## src/rtl/tv_pkg.sv

```systemverilog
// Shared definitions for the golden-vector writer: FSM encoding and record layout.
package tv_pkg;

  typedef enum logic [1:0] {
    StIdle   = 2'd0,
    StSettle = 2'd1,
    StOffer  = 2'd2,
    StDone   = 2'd3
  } tv_state_e;

  // A record is {dut_in, dut_out}: the sampled response sits in the LSBs.
  localparam int unsigned RecOutLsb = 0;

  function automatic int unsigned rec_in_lsb(input int unsigned nout);
    return RecOutLsb + nout;
  endfunction

endpackage

```

## src/rtl/tv_settle_timer.sv

```systemverilog
// Loadable down-counter with a zero flag; paces the settle wait between stimulus and sampling.
module tv_settle_timer #(
  parameter int unsigned Width = 1
) (
  input  logic             clk_i,
  input  logic             reset_i,
  input  logic             load_i,
  input  logic [Width-1:0] load_val_i,
  input  logic             en_i,
  output logic             zero_o
);

  logic [Width-1:0] count_q, count_d;

  always_comb begin
    count_d = count_q;
    if (load_i) begin
      count_d = load_val_i;
    end else if (en_i && (count_q != '0)) begin
      count_d = count_q - 1'b1;
    end
  end

  always_ff @(posedge clk_i) begin
    if (reset_i) begin
      count_q <= '0;
    end else begin
      count_q <= count_d;
    end
  end

  assign zero_o = (count_q == '0);

endmodule

```

## src/rtl/tv_generator.sv

```systemverilog
// Golden-vector writer: sweeps all 2**NIN stimuli, waits SETTLE cycles, and offers
// {dut_in, dut_out} records at ascending addresses through a valid/ready port.
module tv_generator
  import tv_pkg::*;
#(
  parameter int unsigned NIN    = 3,
  parameter int unsigned NOUT   = 1,
  parameter int unsigned SETTLE = 1
) (
  input  logic                 clk,
  input  logic                 reset,
  input  logic                 start,
  output logic [NIN-1:0]       dut_in,
  input  logic [NOUT-1:0]      dut_out,
  output logic                 wr_valid,
  input  logic                 wr_ready,
  output logic [NIN-1:0]       wr_addr,
  output logic [NIN+NOUT-1:0]  wr_data,
  output logic                 busy,
  output logic                 done,
  output logic [NIN:0]         vec_count
);

  localparam int unsigned TimerWidth = $clog2(SETTLE) + 1;
  localparam logic [TimerWidth-1:0] SettleLoad = TimerWidth'(SETTLE - 1);
  localparam logic [NIN-1:0] LastIdx = {NIN{1'b1}};
  localparam int unsigned InLsb = rec_in_lsb(NOUT);

  tv_state_e             state_q, state_d;
  logic [NIN-1:0]        idx_q, idx_d;
  logic                  valid_q, valid_d;
  logic [NIN-1:0]        addr_q, addr_d;
  logic [NIN+NOUT-1:0]   data_q, data_d;
  logic                  busy_q, busy_d;
  logic [NIN:0]          cnt_q, cnt_d;
  logic                  tmr_load, tmr_en, tmr_zero;

  tv_settle_timer #(
    .Width (TimerWidth)
  ) u_settle_timer (
    .clk_i      (clk),
    .reset_i    (reset),
    .load_i     (tmr_load),
    .load_val_i (SettleLoad),
    .en_i       (tmr_en),
    .zero_o     (tmr_zero)
  );

  // The timer runs SETTLE cycles from the edge that updates dut_in, so the sample is taken
  // on the SETTLE+1-th edge counting that update edge, and records pace at SETTLE+1 cycles.
  always_comb begin
    state_d  = state_q;
    idx_d    = idx_q;
    valid_d  = valid_q;
    addr_d   = addr_q;
    data_d   = data_q;
    busy_d   = busy_q;
    cnt_d    = cnt_q;
    tmr_load = 1'b0;
    tmr_en   = 1'b0;
    unique case (state_q)
      StIdle: begin
        if (start) begin
          state_d  = StSettle;
          idx_d    = '0;
          cnt_d    = '0;
          busy_d   = 1'b1;
          tmr_load = 1'b1;
        end
      end
      StSettle: begin
        tmr_en = 1'b1;
        if (tmr_zero) begin
          data_d[RecOutLsb +: NOUT] = dut_out;
          data_d[InLsb +: NIN]      = idx_q;
          addr_d                    = idx_q;
          valid_d                   = 1'b1;
          state_d                   = StOffer;
        end
      end
      StOffer: begin
        if (wr_ready) begin
          cnt_d   = cnt_q + 1'b1;
          valid_d = 1'b0;
          if (idx_q == LastIdx) begin
            state_d = StDone;
          end else begin
            idx_d    = idx_q + 1'b1;
            tmr_load = 1'b1;
            state_d  = StSettle;
          end
        end
      end
      StDone: begin
        busy_d  = 1'b0;
        state_d = StIdle;
      end
      default: state_d = StIdle;
    endcase
  end

  always_ff @(posedge clk) begin
    if (reset) begin
      state_q <= StIdle;
      idx_q   <= '0;
      valid_q <= 1'b0;
      addr_q  <= '0;
      data_q  <= '0;
      busy_q  <= 1'b0;
      cnt_q   <= '0;
    end else begin
      state_q <= state_d;
      idx_q   <= idx_d;
      valid_q <= valid_d;
      addr_q  <= addr_d;
      data_q  <= data_d;
      busy_q  <= busy_d;
      cnt_q   <= cnt_d;
    end
  end

  assign dut_in    = idx_q;
  assign wr_valid  = valid_q;
  assign wr_addr   = addr_q;
  assign wr_data   = data_q;
  assign busy      = busy_q;
  assign done      = (state_q == StDone);
  assign vec_count = cnt_q;

endmodule
```

## config.mk

```make
export PLATFORM = sky130hd
export DESIGN_NAME = tv_generator
export DESIGN_NICKNAME = d
export VERILOG_FILES = /design/src/rtl/tv_pkg.sv /design/src/rtl/tv_settle_timer.sv /design/src/rtl/tv_generator.sv
export SDC_FILE = /design/constraint.sdc
export NUM_CORES = 1
export LEC_CHECK = 0
export CAP_MARGIN = 20
export CORE_ASPECT_RATIO = 1.2
export CORE_UTILIZATION = 41
export DETAILED_ROUTE_END_ITERATION = 10
export PLACE_DENSITY_LB_ADDON = 0.1
export RECOVER_POWER = 100
export SLEW_MARGIN = 15
export SYNTH_ARGS = -nofsm -noshare
export SYNTH_HDL_FRONTEND = slang
export SYNTH_HIERARCHICAL = 1
export SYNTH_SLANG_ARGS = --single-unit
export TNS_END_PERCENT = 5
```

## constraint.sdc

```tcl
create_clock -name clk -period 1.5 [get_ports clk]
set_input_delay 0.15 -clock clk [delete_from_list [all_inputs] [get_ports clk]]
set_output_delay 0.15 -clock clk [all_outputs]
set_load 0.02 [all_outputs]
```

==> results of run 1 <==
## registers in the layout, indices dropped and copies added, names as in the netlist
signal / count
busy: 1
dut_in: 3
state_q: 2
u_settle_timer/count_q: 1
vec_count: 4
wr_addr: 3
wr_data: 1
wr_valid: 1
## kinds of logic (layout without fill, tap and decap cells)
logic type	count (synthesis)	in the layout	share of synthesized area, %
multiplexers	6	6	8.02
AND/OR/NAND/NOR	29	29	24.1
buffers and inverters	7	34	5.56
flip-flops	16	16	41.9
adder cells (fa/ha/maj)	3	3	4.91
AO/OA/AOI/OAI	17	17	15.1
other	1	1	0.491
## worst register-to-register path: stages (launching register included)
cell and delay (ns):
dfxtp_4 0.35, ha_1 0.19, ha_2 0.17, and4bb_2 0.30, nor3_2 0.06, mux2_2 0.27
## per-stage QoR
step | util [%] | total power [mW] | hold slack (ns) | TNS [ns] | cells
6_report | 61.5 | 0.869 | 0.461 | 0 | 124
5_1_grt | 61.5 | 0.918 | 0.516 | 0 | 124
4_1_cts | 62.4 | 0.886 | 0.457 | -0.0198 | 124
3_5_place_dp | 61.0 | 0.642 | 0.474 | -0.0528 | 120
3_3_place_gp | 61.0 | 0.641 | 0.468 | -0.00523 | 120
2_1_floorplan | - | 0.574 | 0.248 | 0 | 79
## how the worst max path moves through the flow
stage | from | endpoint | slack [ns] | depth (start not counted)
6_report | dut_in[0]$_SDFFE_PP0P_ | dut_in[0]$_SDFFE_PP0P_ | 0.05 | 5
5_1_grt | dut_in[0]$_SDFFE_PP0P_ | dut_in[0]$_SDFFE_PP0P_ | 0.004 | 5
4_1_cts | dut_in[0]$_SDFFE_PP0P_ | u_settle_timer/count_q$_SDFFE_PP0P_ | -0.02 | 5
3_5_place_dp | wr_ready | vec_count[3]$_SDFFE_PP0P_ | -0.05 | 4
3_3_place_gp | wr_ready | vec_count[3]$_SDFFE_PP0P_ | -0.005 | 4
2_1_floorplan | dut_in[0]$_SDFFE_PP0P_ | u_settle_timer/count_q$_SDFFE_PP0P_ | 0.009 | 5
## layout make-up
type | count | area (sq um) | area share, %
multi-input cells | 56 | 409 | 39.5
flip-flops and latches | 16 | 329 | 31.8
repair buffers | 29 | 244 | 23.6
clock buffers | 4 | 26.3 | 2.54
well taps | 18 | 22.5 | 2.18
inverters | 1 | 3.75 | 0.363
## layout by cell type, fill, tap and decap left out, types with 2 or more instances in the layout
cell / n
clkdlybuf4s50_1: 16
dfxtp_1: 13
a21oi_1: 7
nand2b_1: 6
clkbuf_1: 6
mux2i_1: 5
nor2_1: 5
dlygate4sd2_1: 4
buf_4: 4
nor2b_1: 3
o21ai_0: 3
clkbuf_4: 3
or4_1: 2
nand3b_1: 2
nor3_2: 2
a22o_1: 2
ha_1: 2
dfxtp_4: 2
## what timing repair did
item | in CTS | in global routing
endpoints found under the setup margin | 5 | 5
hold endpoints to repair | 0 | 0
pin swaps | 0 | 2
resized for setup | 6 | 3
## metal layers
metal	routed length [um]	up-vias	part of all wire [%]	global-route usage (%)
met3	79	5	5.1	4.81
met2	740	16	47	28.4
met5	0	-	0	0
met1	701	288	45	20.8
li1	-	332	-	-
met4	40	0	2.6	9.68
## power by group
| part | switching [mW] | internal, mW | leakage (nW) |
|---|---|---|---|
| registers | 0.0172 | 0.442 | 0.132 |
| clock network | 0.141 | 0.104 | 0.0150 |
| logic | 0.0835 | 0.0821 | 0.279 |
==> run_results.csv, run 1 <==
group,metric,value,unit
run_status,status,"finished, final reports clean",
global_routing,grt_pass1_wl,2770,um
clock_tree,root_buffer,"clkbuf_4",
routing,detail_route.wl_per_cell,12.6,um
synth,ys_warn_count,6,
routing,ant_nets,0,
synth,synth_top_area_share,41.9,%
die,dieArea,0.00204,sq mm
synth,synth_common_cells,"dfxtp_1, a21oi_1, nand2b_1, mux2i_1, nor2_1",
worst_hold_path,hold_depth,3,
power_and_ir_drop,peakVddDrop,0.000552,V
critical_path,timing.rr.start,"dut_in[0]$_SDFFE_PP0P_",
placement,portBuffers,21,
finish,nFillCells,168,
synth,syn-cell-area,764,sq um
critical_path,worstPathMaxFanout,3,
routing,via_per_inst,5.17,
sta,fmax,0.691,GHz
die,die_w,41.4,um
synth,synth_edf_count,0,
critical_path,worstPathCellList,"ha_1, ha_2, and4bb_2, nor3_2, mux2_2",
critical_path,reg2reg_depth,5,
routing,drc,0,
worst_hold_path,holdCritPathClass,"input port to register",
clock_tree,cts_setup_buffers,0,
synth,yosysSeqAreaShare,41.9,%
global_routing,track_usage,17.6,%
clock_tree,htree_levels,1,
synth,synthCells,79,
sta,fin_ws,0.0530,ns
global_routing,grt_max_degree,10,
worst_hold_path,hold_path_end,"wr_data[0]$_SDFFE_PP0P_",
critical_path,r2r-end,"dut_in[0]$_SDFFE_PP0P_",
synth,ys_types,32,
synth,syn_avg_cell_area,9.68,sq um
critical_path,r2r_slack,0.05,ns
synth,yosys_most_used_dff,"dfxtp_1",
routing,vias,641,
clock_tree,clock-sinks,16,
routing,first_pass_iters,3,
global_routing,grt_pass1_vias,635,
critical_path,cpLargestDelayFamily,"adder cells",
critical_path,crit_buf_inv,0,
finish,area_delta_synth_final,35.4,%
die,rows,16,
die,pin_count,22,
finish,diodes,0,
critical_path,arrival,1.64,ns
critical_path,startpoint_type,"register",
synth,yosys.area.top_type,"dfxtp_1",
power_and_ir_drop,p_leak,0.426,nW
global_routing,grt_overflow_total,0,
die,core_area,0.00168,sq mm
clock_tree,clock_latency,0.29,ns
flow_run,cap_viol_max_count,0,
worst_hold_path,min_from,"dut_out",
placement,placed_area,0.00103,sq mm
finish,stdcell_area,0.00103,sq mm
sta,fin_crit_sh,96.5,%
placement,finalWeightedCongestion,0.703,
global_routing,grt_antenna_before_repair,0,
synth,synth-seq-cells,16,
finish,layout.nets,115,
critical_path,worst-setup-path-type,"register to register",
sta,drv_slew,0,
synth,async_flop_share,0,%
clock_tree,cts_hold_buf,0,
sta,rsz0062_at_grt,"no",
sta,hold_viol_final,0,
critical_path,crit_path_end_kind,"register",
power_and_ir_drop,powerDensity,840,mW/mm^2
synth,yosysMostFrequentCell,"dfxtp_1",
die,die_h,49.3,um
critical_path,slowest_delay,0.35,ns
placement,dp_hpwl,1150,um
critical_path,critPathSlowestCell,"dfxtp_4",
synth,ys_top_cells_by_area,"dfxtp_1, mux2i_1, ha_1, nand2b_1, a21oi_1",
sta,finalSetupViolCount,0,
critical_path,cp.required,1.69,ns
die,initial_core_util,45.5,%
clock_tree,cts_buffer_depth,2,
sta,period_needed,1.45,ns
synth,syn_nets,87,
clock_tree,cts_buffers,3,
routing,wl,1560,um
routing,drt_iter0_markers,8,
sta,worst_clock_skew,0.00252,ns
placement,post-place-ws,-0.0499,ns
clock_tree,cts.clk_slew.worst_paths,0.09,ns
clock_tree,cts_tree,"done",
finish,layout-drive-gt1-share,16.0,%
(Power assumes the default switching activity.)
==> run 2, diff against run 1 <==
==> constraint.sdc (replaced) <==
create_clock -name clk -period 1.2 [get_ports clk]
set_input_delay 0.12 -clock clk [delete_from_list [all_inputs] [get_ports clk]]
set_output_delay 0.12 -clock clk [all_outputs]
set_load 0.02 [all_outputs]
==> run_results.csv, run 2 (synthesis gave the netlist of run 1 again) <==
group,metric,value,unit
worst_hold_path,hold_path_end,"wr_data[0]$_SDFFE_PP0P_",
global_routing,grt_max_degree,11,
clock_tree,clock-sinks,16,
global_routing,track_usage,17.3,%
power_and_ir_drop,pwr-share-seq,49.8,%
placement,finalWeightedCongestion,0.752,
sta,period_needed,1.40,ns
power_and_ir_drop,p_int,0.851,mW
sta,hold_viol_final,0,
power_and_ir_drop,peakVddDrop,0.000772,V
finish,area_delta_synth_final,44.8,%
finish,final_cell_mix,"dlygate4sd2_1, dfxtp_1, buf_4",
run_status,violations,"negative setup slack",
routing,first_pass_iters,4,
placement,post-place-ws,-0.340,ns
clock_tree,htree_levels,1,
clock_tree,root_buffer,"clkbuf_4",
power_and_ir_drop,p_clk_share,31.2,%
finish,nFillCells,168,
die,die_h,49.3,um
clock_tree,cts_buffers,3,
sta,drv_slew,0,
critical_path,worstPathMaxFanout,3,
routing,via_per_inst,5.20,
routing,detail_route.wl_per_cell,12.1,um
finish,largest_reg_flops,4,
power_and_ir_drop,powerDensity,1040,mW/mm^2
clock_tree,cts_buffer_depth,2,
critical_path,timing.rr.start,"dut_in[1]$_SDFFE_PP0P_",
critical_path,critPathLaunch,"dut_in[1]$_SDFFE_PP0P_",
global_routing,grt_overflow_total,0,
routing,drc,0,
placement,portBuffers,21,
sta,rsz0062_at_grt,"yes",
routing,drt_iter0_markers,9,
critical_path,worst-setup-path-type,"register to register",
clock_tree,cts_tree,"done",
die,rows,16,
critical_path,cp.required,1.39,ns
finish,final_common_cell,"dlygate4sd2_1",
finish,layout-drive-gt1-share,30.0,%
sta,finalSetupViolCount,7,
routing,vias,665,
critical_path,r2r_slack,-0.20,ns
clock_tree,clock_latency,0.29,ns
die,core_area,0.00168,sq mm
run_status,status,"complete, but fails checks",
die,initial_core_util,45.5,%
critical_path,arrival,1.58,ns
global_routing,grt_antenna_before_repair,0,
critical_path,r2r-end,"dut_in[0]$_SDFFE_PP0P_",
power_and_ir_drop,switching_share,26.1,%
die,dieArea,0.00204,sq mm
worst_hold_path,holdCritPathClass,"input port to register",
sta,worst_clock_skew,0.00280,ns
critical_path,startpoint_type,"register",
critical_path,reg2reg_depth,5,
flow_run,cap_viol_max_count,0,
critical_path,crit_path_end_kind,"register",
sta,fmax,0.716,GHz
die,die_w,41.4,um
routing,wl,1550,um
routing,ant_nets,0,
die,pin_count,22,
power_and_ir_drop,power_frac_comb,19.0,%
finish,final_core_util,65.8,%
power_and_ir_drop,p_switching,0.301,mW
clock_tree,cts.clk_slew.worst_paths,0.09,ns
sta,fin_ws,-0.196,ns
power_and_ir_drop,p_leak,0.507,nW
global_routing,grt_pass1_wl,2770,um
finish,diodes,0,
sta,fin_crit_sh,116,%
finish,layout.nets,119,
worst_hold_path,hold_depth,3,
global_routing,grt_pass1_vias,647,
placement,dp_hpwl,1160,um
worst_hold_path,min_from,"dut_out",
## run 2: power groups by stage
stage	Sequential, mW	Combinational (mW)	Clock, mW
final	0.574	0.219	0.359
after global routing	0.579	0.242	0.400
after CTS	0.574	0.219	0.377
after detailed placement	0.586	0.227	0
after global placement	0.586	0.227	0
after floorplan	0.600	0.118	0
## run 2: how the worst max path moves through the flow
stage	to	slack [ns]	depth (start not counted)
4_1_cts	u_settle_timer/count_q$_SDFFE_PP0P_	-0.24	5
3_3_place_gp	vec_count[3]$_SDFFE_PP0P_	-0.28	4
2_1_floorplan	u_settle_timer/count_q$_SDFFE_PP0P_	-0.22	5
6_report	dut_in[0]$_SDFFE_PP0P_	-0.20	5
5_1_grt	dut_in[0]$_SDFFE_PP0P_	-0.23	5
3_5_place_dp	vec_count[3]$_SDFFE_PP0P_	-0.34	4
## run 2: stage by stage
step                std cells  hold slack (ns)  setup TNS [ns]  power, mW  area (sq um)
CTS                       128            0.419          -0.974       1.17          1110
finish                    128            0.433          -0.826       1.15          1110
detailed placement        124            0.479           -1.94      0.814          1080
global route              128            0.483           -1.44       1.22          1110
global placement          124            0.464           -1.81      0.813          1080
floorplan                  79            0.222          -0.668      0.719           798
## run 2: layer usage
| metal | GRT usage (%) | routed length (um) |
|---|---|---|
| met1 | 22.1 | 699 |
| met5 | 0 | 0 |
| met2 | 27.1 | 742 |
| met4 | 9.68 | 42 |
| met3 | 2.96 | 65 |
## run 2: final cells by class
| class | instances | area (sq um) | share of cell area [%] |
|---|---|---|---|
| Sequential cell | 16 | 337 | 30.4 |
| Clock buffer | 4 | 36.3 | 3.28 |
| Timing Repair Buffer | 33 | 279 | 25.2 |
| Tap cell | 18 | 22.5 | 2.03 |
| Multi-Input combinational cell | 56 | 429 | 38.8 |
| Inverter | 1 | 3.75 | 0.339 |
## run 2: critical path, stage by stage (launching register included)
cell and delay, ns:
dfxtp_4 0.36, ha_4 0.16, ha_4 0.15, and4bb_2 0.30
nor3_2 0.06, mux2_2 0.26
## run 2: timing repair
action                     4_1_cts  5_1_grt
cloned                           0        0
hold buffers                     0        0
pin swaps                        1        3
gates resized for setup         26        7
setup buffers                    0        0
setup endpoints to repair       29       15
